--- config.mk ---
export PLATFORM = sky130hd
export DESIGN_NAME = mem_bus_arbiter
export DESIGN_NICKNAME = d
export VERILOG_FILES = /design/src/rtl/mem_bus_arbiter_pkg.sv /design/src/rtl/mem_bus_arbiter_arb_rr2.sv /design/src/rtl/mem_bus_arbiter.sv
export SDC_FILE = /design/constraint.sdc
export NUM_CORES = 1
export LEC_CHECK = 0
export CORE_MARGIN = 1
export CORE_UTILIZATION = 39
export CTS_CLUSTER_SIZE = 10
export DETAILED_ROUTE_END_ITERATION = 10
export PLACE_DENSITY = 0.75
export SYNTH_ARGS = -nofsm -noshare
export SYNTH_HDL_FRONTEND = slang
export SYNTH_SLANG_ARGS = --single-unit
--- constraint.sdc ---
create_clock -name CLK -period 1.77 [get_ports CLK]
set_clock_uncertainty 0.1 [all_clocks]
set_input_delay 0.354 -clock CLK [delete_from_list [all_inputs] [get_ports CLK]]
set_output_delay 0.354 -clock CLK [all_outputs]
set_load 0.01 [all_outputs]
--- src/rtl/mem_bus_arbiter_pkg.sv ---
// Shared types and defaults for the I/D main-memory arbiter.
//   state_t : arbiter sequencing states (IDLE, BUSY, DONE)
//   owner_t : which cache refill port owns the memory (OWN_I / OWN_D)
package mem_bus_arbiter_pkg;

    localparam int unsigned ADDR_W_DEF = 6;
    localparam int unsigned DATA_W_DEF = 32;
    localparam int unsigned WD_W       = 8;

    typedef enum logic [1:0] {
        ST_IDLE = 2'd0,
        ST_BUSY = 2'd1,
        ST_DONE = 2'd2
    } state_t;

    typedef enum logic {
        OWN_I = 1'b0,
        OWN_D = 1'b1
    } owner_t;

endpackage

--- src/rtl/mem_bus_arbiter_arb_rr2.sv ---
// Two-way round-robin pick between the I-side and D-side requesters.
//   req_i, req_d : pending requests
//   last_grant   : side that completed the most recent transaction
//   grant_d      : 1 = D wins, 0 = I wins (only meaningful when a request exists)
module arb_rr2
    import mem_bus_arbiter_pkg::*;
(
    input  logic   req_i,
    input  logic   req_d,
    input  owner_t last_grant,
    output logic   grant_d
);

    // D wins when alone, or on a tie when I was served last.
    assign grant_d = req_d & (~req_i | (last_grant == OWN_I));

endmodule

--- src/rtl/mem_bus_arbiter.sv ---
// Arbitrates the single main memory between the I-cache refill port (read
// only) and the D-cache refill/write-back port, one transaction at a time.
//   CLK, RESET                : clock, asynchronous active-low reset
//   i_read/i_address          : I-side request; i_readdata/i_busywait back
//   d_read/d_write/d_address/
//   d_writedata               : D-side request; d_readdata/d_busywait back
//   mem_*                     : registered command/data to memory, busy/data in
//   timeout_err               : sticky flag, memory never finished a command
module mem_bus_arbiter
    import mem_bus_arbiter_pkg::*;
#(
    parameter int unsigned ADDR_W  = ADDR_W_DEF,
    parameter int unsigned DATA_W  = DATA_W_DEF,
    parameter int unsigned TIMEOUT = 255
) (
    input  logic              CLK,
    input  logic              RESET,
    input  logic              i_read,
    input  logic [ADDR_W-1:0] i_address,
    output logic [DATA_W-1:0] i_readdata,
    output logic              i_busywait,
    input  logic              d_read,
    input  logic              d_write,
    input  logic [ADDR_W-1:0] d_address,
    input  logic [DATA_W-1:0] d_writedata,
    output logic [DATA_W-1:0] d_readdata,
    output logic              d_busywait,
    output logic              mem_read,
    output logic              mem_write,
    output logic [ADDR_W-1:0] mem_address,
    output logic [DATA_W-1:0] mem_writedata,
    input  logic [DATA_W-1:0] mem_readdata,
    input  logic              mem_busywait,
    output logic              timeout_err
);

    state_t          state;
    owner_t          owner;
    owner_t          last_grant;
    logic [WD_W-1:0] wd_cnt;
    logic            seen_busy;
    logic            d_req;
    logic            grant_d;

    assign d_req = d_read | d_write;

    arb_rr2 u_arb (
        .req_i      (i_read),
        .req_d      (d_req),
        .last_grant (last_grant),
        .grant_d    (grant_d)
    );

    // Requesters stall until the single DONE cycle of their own transaction.
    assign i_busywait = i_read & ~((state == ST_DONE) & (owner == OWN_I));
    assign d_busywait = d_req  & ~((state == ST_DONE) & (owner == OWN_D));

    // Sequencer: grant in IDLE, hold command in BUSY, release owner in DONE.
    always_ff @(posedge CLK or negedge RESET) begin
        if (!RESET) begin
            state         <= ST_IDLE;
            owner         <= OWN_I;
            last_grant    <= OWN_I;
            mem_read      <= 1'b0;
            mem_write     <= 1'b0;
            mem_address   <= '0;
            mem_writedata <= '0;
            i_readdata    <= '0;
            d_readdata    <= '0;
            timeout_err   <= 1'b0;
            wd_cnt        <= '0;
            seen_busy     <= 1'b0;
        end else begin
            case (state)
                ST_IDLE: begin
                    if (i_read | d_req) begin
                        state     <= ST_BUSY;
                        wd_cnt    <= '0;
                        seen_busy <= 1'b0;
                        if (grant_d) begin
                            owner         <= OWN_D;
                            mem_address   <= d_address;
                            mem_writedata <= d_writedata;
                            // write-back takes precedence over a refill read
                            mem_write     <= d_write;
                            mem_read      <= ~d_write;
                        end else begin
                            owner         <= OWN_I;
                            mem_address   <= i_address;
                            mem_read      <= 1'b1;
                            mem_write     <= 1'b0;
                        end
                    end
                end

                ST_BUSY: begin
                    // Completion needs a busy phase first, so a memory that has
                    // not yet reacted to the new command is not mistaken as done.
                    if (seen_busy && !mem_busywait) begin
                        if (mem_read) begin
                            if (owner == OWN_D) begin
                                d_readdata <= mem_readdata;
                            end else begin
                                i_readdata <= mem_readdata;
                            end
                        end
                        mem_read   <= 1'b0;
                        mem_write  <= 1'b0;
                        seen_busy  <= 1'b0;
                        wd_cnt     <= '0;
                        last_grant <= owner;
                        state      <= ST_DONE;
                    end else if (wd_cnt == WD_W'(TIMEOUT)) begin
                        // Abort: release the owner without touching readdata.
                        timeout_err <= 1'b1;
                        mem_read    <= 1'b0;
                        mem_write   <= 1'b0;
                        seen_busy   <= 1'b0;
                        wd_cnt      <= '0;
                        state       <= ST_DONE;
                    end else begin
                        wd_cnt <= wd_cnt + WD_W'(1);
                        if (mem_busywait) begin
                            seen_busy <= 1'b1;
                        end
                    end
                end

                ST_DONE: begin
                    state <= ST_IDLE;
                end

                default: begin
                    state <= ST_IDLE;
                end
            endcase
        end
    end

endmodule

======== Yosys cells after proc, flatten, opt, wreduce, memory -nomap -nowiden ========
Index checks and enable logic that the tools add are counted.
cells by class
  $add $sub $neg .......................... 1
  $mul .................................... 0
  div/mod/pow operators ................... 0
  $lt $le $gt $ge ......................... 0
  equal/unequal tests ..................... 6
  shifts and indexed selects .............. 0
  mux-type cells .......................... 23
  bitwise logic cells ..................... 15
  reductions and logical operators ........ 14
operators by type and width
  operator             count
  $mux 8               3
  $pmux 8 s2           1
  $reduce_and 3->1     4
  $mux 1               11
  $add 8x1->8 const B  1
  $eq 8x8->1 const B   1
  $reduce_and 2->1     4
  $reduce_and 4->1     2
  $not 1->1            7
  $mux 2               3
  $mux 6               1
  $pmux 1 s2           3
  $and 1x1->1          5
  $ne 4x4->1 const B   1
  $pmux 2 s2           1
  $ne 3x3->1 const B   1
  $or 1x1->1           3
  $eq 2x1->1 const B   1
  $eq 2x2->1 const B   1
  $logic_not 2->1      1
  $ne 2x2->1 const B   1
  $reduce_bool 2->1    1
  $logic_and 1x1->1    1
  $logic_not 1->1      1
storage, ports and cells
  bits in registers ....................... 118
  bits in latches ......................... 0
  RAM bits ................................ 0
  ROM bits ................................ 0
  bits of input ports ..................... 82
  output and inout bits ................... 107
  word-level logic and storage cells ...... 71
  memories kept ........................... 0

======== Depth between registers and ports, before layout ========
Gate-level depths: netlist (run 1).
  depth after elaboration ................. 6
  depth in mapped cells ................... 6
  mapped depth without buffers ............ 5

======== Modules after synthesis ========
A second synthesis (run 1) with hierarchy kept.
second synthesis, totals
  cell total of the unflattened synthesis .. 309
  area, all modules ....................... 4938.5 µm²
modules (own cells, without submodules)
  module           instances  cells each  area an instance (µm²)  sequential area each (µm²)
  mem_bus_arbiter  1          308         4927.2                  2952.8
  arb_rr2          1          1           11.3                    0.0

======== Least setup slack after synthesis (run 1) ========
No wires, ideal clock.
  kind .................................... reg2reg
  start point ............................. reg last_grant
  end point ............................... reg mem_writedata[10]
  library setup time ...................... 0.125 ns
  data arrival time ....................... 1.450 ns
  required time ........................... 1.545 ns
  setup slack ............................. 0.095 ns
  stages on the path, launching flop included .. 7
  buffers on the path ..................... 2
  clock period less this slack ............ 1.675 ns
  path through ............................ dfrtp_1 nand2_2 o21ai_4 or3_1 buf_6 buf_12 mux2_4
on the way
  longest elaborated chain between the ends .. 4
ends and longest elaborated chain
  item                        line                           text
  from (decl)                 mem_bus_arbiter.sv:39          owner_t last_grant;
  from (signal assigned)      mem_bus_arbiter.sv:111         last_grant <= owner;
  $not 1->1                   mem_bus_arbiter_arb_rr2.sv:15  assign grant_d = req_d & (~req_i | (last_grant == OWN_I));
  $or 1x1->1                  mem_bus_arbiter_arb_rr2.sv:15
  $and 1x1->1                 mem_bus_arbiter_arb_rr2.sv:15
  $reduce_and 3->1 (no line)  n/a
  to (signal assigned)        mem_bus_arbiter.sv:83          mem_writedata <= d_writedata;
  to (decl)                   mem_bus_arbiter.sv:31          output logic [DATA_W-1:0] mem_writedata,
No other way between the ends.
A chain may end at the register's enable or synchronous reset.

======== Worst setup path after layout (run 1) ========
  start point ............................. reg state[1]
  end point ............................... reg i_readdata[20]
on the way
  longest elaborated chain between the ends .. 2
ends and longest elaborated chain
  item                        line                    text
  from (decl)                 mem_bus_arbiter.sv:37   state_t state;
  from (signal assigned)      mem_bus_arbiter.sv:61   state <= ST_IDLE;
  from (signal assigned)      mem_bus_arbiter.sv:77   state <= ST_BUSY;
  from (signal assigned)      mem_bus_arbiter.sv:112  state <= ST_DONE;
  $eq 2x1->1                  mem_bus_arbiter.sv:74   case (state)
  $reduce_and 4->1 (no line)  n/a
  to (signal assigned)        mem_bus_arbiter.sv:104  i_readdata <= mem_readdata;
  to (decl)                   mem_bus_arbiter.sv:20   output logic [DATA_W-1:0] i_readdata,
No other way between the ends.

==> results of run 1 <==
[worst paths after layout]
check | start | cells after the start | end
setup / recovery | state[1] | 6 | i_readdata[20]
hold / removal | RESET | 2 | mem_read
setup reg to reg | state[1] | 6 | i_readdata[20]
hold reg to reg | timeout_err | 1 | timeout_err
max in group asynchronous | RESET | 3 | d_readdata[31]
min in group CLK | timeout_err | 1 | timeout_err
[flip-flops by register name (all words and copies together) (netlist names), 2 cells and up]
| register | cells |
|---|---|
| wd_cnt | 8 |
| d_readdata | 32 |
| i_readdata | 32 |
| state | 2 |
| mem_writedata | 32 |
| mem_address | 6 |
[metrics by stage]
stage,total power [mW],util (%),cells
3_5_place_dp,9.92,58.1,657
6_report,13.6,67.5,705
5_1_grt,14.3,67.5,705
2_1_floorplan,6.95,-,313
3_3_place_gp,9.72,58.1,657
4_1_cts,13.4,63.6,694
[routing by layer]
| metal | up-vias | wire length (um) | GRT usage, % | part of all wire (%) |
|---|---|---|---|---|
| met2 | 121 | 7080 | 35.7 | 51 |
| met4 | 0 | 261 | 8.44 | 1.9 |
| li1 | 1590 | - | - | - |
| met3 | 21 | 743 | 7.18 | 5.4 |
| met5 | - | 0 | 0 | 0 |
| met1 | 1866 | 5760 | 23.3 | 42 |
[placed cells by master, fill, tap and decap left out, types with 4 or more instances in the layout]
cell type and n:
mux2_4 72, dlymetal6s2s_1 42, bufinv_16 4, a21o_1 4
a21oi_1 4, buf_6 4, buf_4 19, buf_12 7
nand3_1 4, dlygate4sd2_1 64, mux2_2 24, mux2i_1 6
nor2_1 7, inv_1 4, clkbuf_8 5, o21ai_0 14
dfrtp_1 115, clkdlybuf4s50_1 79, nand2_1 15, clkbuf_16 21
[worst max-delay path: cells and delay by family (launching register included)]
kind                   cells  cell delay, ns
multiplexers               1            0.30
AND/OR/NAND/NOR            2            0.41
buffers and inverters      3            0.47
flip-flops                 1            0.42
[area by class of cell]
type | instances | area share (%)
clock inverter | 8 | 1.77
tap | 147 | 2.28
multi-input combinational | 180 | 23.4
inverter | 4 | 0.186
timing repair buffer | 224 | 29.5
sequential | 118 | 36.6
clock buffer | 24 | 6.22
[timing repair]
item	4_1_cts	5_1_grt
setup endpoints to repair	97	136
hold endpoints to repair	25	0
hold buffers	1	0
resized for setup	76	100
setup buffers	2	5
pin swaps	3	3
cloned	2	6
[report_power, final]
part / switching, mW / leakage, nW / total (mW) / internal (mW)
registers: 0.675 / 1.48 / 4.53 / 3.85
clock network: 1.18 / 0.316 / 3.71 / 2.54
logic: 2.11 / 2.70 / 5.38 / 3.27
total: 3.96 / 4.49 / 13.6 / 9.66
[cell families after synthesis]
| group | Yosys count | share of synthesized area [%] |
|---|---|---|
| simple gates | 43 | 4.43 |
| fa+ha+maj | 1 | 0.262 |
| compound gates | 34 | 4.74 |
| flops | 118 | 61.9 |
| buf+inv | 15 | 2.52 |
| mux | 102 | 26.2 |
==> flow_summary.toml, run 1 <==
[critical_path]
cp.required_ns = 1.96
cpMostUsedCell = "buf_6"
worstSetupEndpointType = "flop"
cp_slowest_cell = "dfrtp_2"
critPathKind = "reg -> reg"
arrival_ns = 2.03
rrSetupSlack_ns = -0.07
startpoint_type = "flop"
cp_slowest_stage_delay_ns = 0.42
cp_max_fo = 8
cp_cell_sequence = "buf_6, and2b_2, nand4b_1, buf_6, clkbuf_16, mux2_4"

[sta]
relSlewSlack_pct = 77.0
slew_viol_final = 0
fin_ws_ns = -0.0688
tightest_slew_ns = 0.342
hold_viol = 0
fmax_mhz = 544
fin_crit_ns = 1.84
rsz0062_at_grt = "true"
holdWs_ns = 0.248
setup_tns_ns = -1.99
final-setup-viol-count = 59
fin_crit_sh_pct = 104

[synthesis]
synthTopCellsByArea = "dfrtp_1 (62%), mux2_2 (16%), mux2_4 (9.1%)"
ys_warn_count = 0
ys_types = 33
ys_ff_latch = 118
syn_inst = 313
synth_edf_count = 0
synth_top_area_share_pct = 61.9
synth_ff_type = "dfrtp_1"
synth_area_um2 = 4770
yosysTopAreaCell = "dfrtp_1"
ys_top_cells_by_count = "dfrtp_1 (118), mux2_2 (67), mux2_4 (29)"
synth.most_common_cell = "dfrtp_1"
synth-seq-area-share_pct = 61.9
avgSynthCellArea_um2 = 15.3
synth_nets = 396
synth-async-reset-ratio_pct = 100

[floorplanning]
initial_core_util_pct = 39.9
boundaryPins = 189
rows = 40
die_area_um2 = 12700
fp.dieH_um = 113
die_w_um = 113
coreArea_um2 = 12000

[drt]
dr_total_vias = 3598
wl_per_cell_um = 19.6
vias_per_cell = 5.10
drt_iter0_markers = 166
antenna_left = 0
wl_um = 13800
post-route-drc-count = 0
first_pass_iters = 4

[run_status]
outcome = "finished with violations"
violations = "setup timing"

[placed_design]
place.gp.congestion = 0.797
dpl_cell_area_um2 = 6950
port_buffers = 188
place_hpwl_um = 8330
place_ws_ns = -0.513

[finish]
drive_above_1_share_pct = 31.5
design_area_um2 = 8070
layout.area.seq_um2 = 2960
area_growth_pct = 69.0
diodes = 0
final_nets = 628
fill_cells = 853
multi_input_area_um2 = 1890

[cts]
cts_sinks = 118
root_buffer = "clkbuf_16"
worstSkewPairLatency_ns = 0.41
cts_tree = "built"
path_clk_slew_ns = 0.05
htreeDepth = 4
cts_inserted_buffers = 17
clock_path_buffers = 2

[power_and_ir_drop]
powerDensity_nw_per_um2 = 1690
p_leak_nw = 4.49
peakVddDrop_v = 0.000786

[global_route]
grt_max_degree = 61
grt_pass1_vias = 3815
grt-ovfl-total = 0
grt_usage_pct = 20.7
grt_pass1_wl_um = 19700
antenna_found_initial = 0

[worst_hold_path]
hold_path.class = "in -> async"

[flow_run]
cap_violations = 0
Power figures use the tool's default switching activity.
==> run 2, diff against run 1 <==
==> constraint.sdc (replaced) <==
create_clock -name CLK -period 1.77 [get_ports CLK]
set_clock_uncertainty 0.1 [all_clocks]
set_input_delay 0.354 -clock CLK [delete_from_list [all_inputs] [get_ports CLK]]
set_output_delay 0.354 -clock CLK [all_outputs]
set_load 0.1 [all_outputs]
==> run 2 against run 1 <==
- the flow still finishes with violations (setup timing)
- final cell count down 0.14%
- first-iteration DRC count fell by 23%
- maximum frequency down 4.7%
- die area is the same
- core utilization grew 6.6 points
- cell area is 9.8% higher
- global-route usage increased by 1.1 points
- setup slack got worse by 0.091 ns
- critical path depth down 2
- non-clock buffer count decreased by 1
- hold slack better by 0.0037 ns
- via count is 2.1% lower
- largest cell class is now non-clock buffers
- highest routed layer unchanged
==> flow_summary.toml, run 2 (synthesized netlist as in run 1, its figures left out) <==
[run_status]
outcome = "finished with violations"
violations = "setup timing"

[critical_path]
worstSetupEndpointType = "output pin"
cp_max_fo = 3
cp_cell_sequence = "buf_6, inv_2, o31a_1, buf_12"
cp_slowest_stage_delay_ns = 0.40
critPathKind = "reg -> out"
startpoint_type = "flop"
arrival_ns = 1.48
cp_slowest_cell = "dfrtp_1"
cp.required_ns = 1.32

[cts]
worstSkewPairLatency_ns = 0.41
cts_inserted_buffers = 17
clock_path_buffers = 2
root_buffer = "clkbuf_16"
htreeDepth = 4
path_clk_slew_ns = 0.06
cts_tree = "built"
cts_sinks = 118

[sta]
relSlewSlack_pct = 69.1
rsz0062_at_grt = "true"
tightest_slew_ns = 0.460
fmax_mhz = 518
fin_crit_ns = 1.93
final-setup-viol-count = 2
fin_ws_ns = -0.160
slew_viol_final = 0
fin_crit_sh_pct = 109
hold_viol = 0

[global_route]
grt_usage_pct = 21.7
grt_max_degree = 56
grt_pass1_vias = 3742
antenna_found_initial = 0
grt-ovfl-total = 0
grt_pass1_wl_um = 20500

[placed_design]
place.gp.congestion = 0.823
port_buffers = 188
place_ws_ns = -0.429
placed_cells = 661
place_hpwl_um = 9310

[finish]
stdcell_count = 704
layout.area.seq_um2 = 2950
largest_registers = "d_readdata (32), i_readdata (32), mem_writedata (32)"
drive_above_1_share_pct = 49.7
multi_input_area_um2 = 1730
final_cell_mix = "dfrtp_1 (117), buf_12 (112), clkdlybuf4s50_1 (78)"
area_growth_pct = 85.6
layout_commonest_cell = "dfrtp_1"
fill_cells = 742
diodes = 0
final_nets = 627

[worst_hold_path]
hold_path.class = "in -> async"

[drt]
vias_per_cell = 5.00
post-route-drc-count = 0
antenna_left = 0
wl_um = 13400
wl_per_cell_um = 19.1
drt_iter0_markers = 128
first_pass_iters = 4
dr_total_vias = 3522

[floorplanning]
coreArea_um2 = 12000
die_area_um2 = 12700
die_w_um = 113
initial_core_util_pct = 39.9
fp.dieH_um = 113
boundaryPins = 189
rows = 40

[flow_run]
cap_violations = 0
run 2: cell count changes in the layout (fill, tap and decap cells not counted), sizes merged:
| cell | change |
|---|---|
| buf | +107 |
| clkbuf | -4 |
| clkdlybuf4s50 | -1 |
| clkinv | +1 |
| dlygate4sd2 | -62 |
| dlymetal6s2s | -42 |
run 2: final timing paths:
kind                                start                 to  slack [ns]  cells after the start
worst min-delay path                RESET  mem_writedata[25]        0.25                      2
max in group asynchronous           RESET   mem_writedata[8]        0.77                      3
worst max register to register   state[0]     i_readdata[16]        0.01                      6
worst min register to register  seen_busy          seen_busy        0.42                      1
min in group CLK                seen_busy          seen_busy        0.42                      1
worst max-delay path             state[1]         i_busywait       -0.16                      4
run 2: worst max-delay path: cells and delay by family (launching register included):
| family | cells | cell delay, ns |
|---|---|---|
| DFF | 1 | 0.40 |
| buffers and inverters | 3 | 0.34 |
| AOI/OAI and AO/OA | 1 | 0.31 |
run 2: repair_timing:
item,in CTS,in global routing
endpoints found under the hold margin,44,0
resized for setup,6,8
endpoints found under the setup margin,11,100
pin swaps,1,2
hold buffers,1,0
cloned,1,3
setup buffers,2,4
run 2: cell type report:
type | instances | area share (%)
clock buffer | 23 | 5.40
clock inverter | 9 | 1.67
inverter | 4 | 0.170
multi-input combinational | 180 | 19.5
sequential | 118 | 33.4
tap | 147 | 2.08
timing repair buffer | 223 | 37.8
run 2: through the flow:
stage                     instance area, um^2  hold WS, ns  setup TNS [ns]  util [%]
after floorplan                          4780      -0.0416          -0.117         -
after global placement                   8050        0.132          -26.82      67.3
after detailed placement                 8050        0.134          -28.71      67.3
after CTS                                8750        0.229           -2.25      73.1
after global routing                     8860        0.268           -1.00      74.0
final                                    8860        0.252          -0.235      74.0
run 2: per-layer routing:
metal / global-route usage, % / wire length (um) / up-vias
met4: 10.0 / 369 / 0
met5: 0 / 0 / -
met2: 39.3 / 7280 / 129
li1: - / - / 1584
met1: 23.4 / 5010 / 1781
met3: 6.32 / 749 / 28
Power of run 2 is not shown: default switching activity piles up to over one toggle a cycle in this logic, so the estimate is an artifact.
==> run 3, diff against run 2 <==
--- a/config.mk
+++ b/config.mk
@@ -5,7 +5,8 @@
 export SDC_FILE = /design/constraint.sdc
 export NUM_CORES = 1
 export LEC_CHECK = 0
-export CORE_MARGIN = 1
+export CAP_MARGIN = 20
+export CORE_MARGIN = 3
 export CORE_UTILIZATION = 39
 export CTS_CLUSTER_SIZE = 10
 export DETAILED_ROUTE_END_ITERATION = 10
==> run 3 against run 2 <==
- the flow still finishes with violations (setup timing)
- setup slack gained 0.025 ns
- hold slack lost 0.012 ns
- maximum frequency grew 1.3%
- final cell count shrank 0.99%
- cell area shrank 0.20%
==> flow_summary.toml, run 3 (synthesized netlist as in run 1, its figures left out) <==
[run_status]
outcome = "finished with violations"
violations = "setup timing"

[sta]
fin_crit_ns = 1.91
hold_viol = 0
holdWs_ns = 0.240
rsz0062_at_grt = "true"
final-setup-viol-count = 98
fin_crit_sh_pct = 108
fin_ws_ns = -0.135
slew_viol_final = 0
fmax_mhz = 525
tightest_slew_ns = 0.355
relSlewSlack_pct = 76.1

[drt]
wl_um = 13900
antenna_left = 0
wl_per_cell_um = 19.9
vias_per_cell = 5.01
drt_iter0_markers = 167
post-route-drc-count = 0
dr_total_vias = 3489
first_pass_iters = 4

[critical_path]
cp_max_fo = 4
rr_worst_depth = 6
arrival_ns = 1.45
cpLargestDelayFamily = "flip-flops"
crit_cells = 3
cp_slowest_stage_delay_ns = 0.40
regToRegStartpoint = "state[0]"
startpoint_type = "flop"
worstSetupEndpointType = "output pin"
cp_cell_sequence = "buf_6, o31a_1, buf_12"
cp.required_ns = 1.32
startpoint = "state[0]"
cp_slowest_cell = "dfrtp_1"
critPathKind = "reg -> out"
crit_buf_inv = 2

[cts]
clock_path_buffers = 2
cts_inserted_buffers = 17
cts_sinks = 118
cts_tree = "built"
root_buffer = "clkbuf_16"
htreeDepth = 4
path_clk_slew_ns = 0.05
worstSkewPairLatency_ns = 0.41

[global_route]
grt_pass1_wl_um = 21400
antenna_found_initial = 0
grt-ovfl-total = 0
grt_usage_pct = 21.0
grt_max_degree = 41
grt_pass1_vias = 3836

[worst_hold_path]
hold_path.class = "in -> async"

[placed_design]
place.gp.congestion = 0.844
placed_cells = 656
port_buffers = 188
place_hpwl_um = 9820

[finish]
stdcell_count = 697
final_cell_mix = "dfrtp_1 (117), buf_12 (114), clkdlybuf4s50_1 (78)"
largest_registers = "d_readdata (32), i_readdata (32), mem_writedata (32)"
area_growth_pct = 85.2
drive_above_1_share_pct = 50.4
final_util_pct = 75.5
final_nets = 624
layout_commonest_cell = "dfrtp_1"
diodes = 0

[floorplanning]
coreArea_um2 = 11700
rows = 39
die_w_um = 117
boundaryPins = 189
die_area_um2 = 13600
fp.dieH_um = 117
initial_core_util_pct = 40.8

[flow_run]
cap_violations = 0
## run 3: cell type report
class,instances,area (um^2)
sequential,118,2950
tap,143,179
clock buffer,20,467
multi-input combinational,180,1760
clock inverter,12,126
fill,681,2870
timing repair buffer,220,3340
inverter,4,15.0
## run 3: what timing repair did
action                                  in CTS  in global routing
buffers inserted                             5                  1
hold endpoints to repair                   118                  0
resized for setup                            9                 17
pin swaps                                    3                  1
hold buffers                                 1                  0
endpoints found under the setup margin      33                  8
gates cloned                                 2                  0
## run 3: stage by stage
stage          worst slack (ns)  area [um^2]  TNS (ns)
3_5_place_dp             -0.443         8070    -27.85
4_1_cts                  -0.117         8780    -0.154
6_report                 -0.135         8840     -4.02
5_1_grt                  -0.175         8840     -8.73
3_3_place_gp             -0.397         8070    -26.09
2_1_floorplan            -0.117         4780    -0.117
## run 3: path summary, 6_finish.rpt
path                       slack (ns)              to
setup / recovery                -0.14      i_busywait
hold / removal                   0.24  d_readdata[29]
setup reg to reg                -0.07  i_readdata[11]
hold reg to reg                  0.41       wd_cnt[7]
max in group asynchronous        0.86        mem_read
min in group CLK                 0.41       wd_cnt[7]
## run 3: worst reg2reg max path: cells and delay by family, from the launching register on
kind / cells / cell delay (ns)
muxes: 1 / 0.38
buffers and inverters: 3 / 0.49
and+or+nand+nor: 2 / 0.35
DFF: 1 / 0.40
## run 3: metal layers
metal	global-route usage, %	up-vias	routed length, um
li1	-	1583	-
met1	24.3	1774	5300
met2	37.3	116	7570
met3	6.32	16	797
met4	7.11	0	219
met5	0	-	0
Power of run 3 is left out for the same reason.
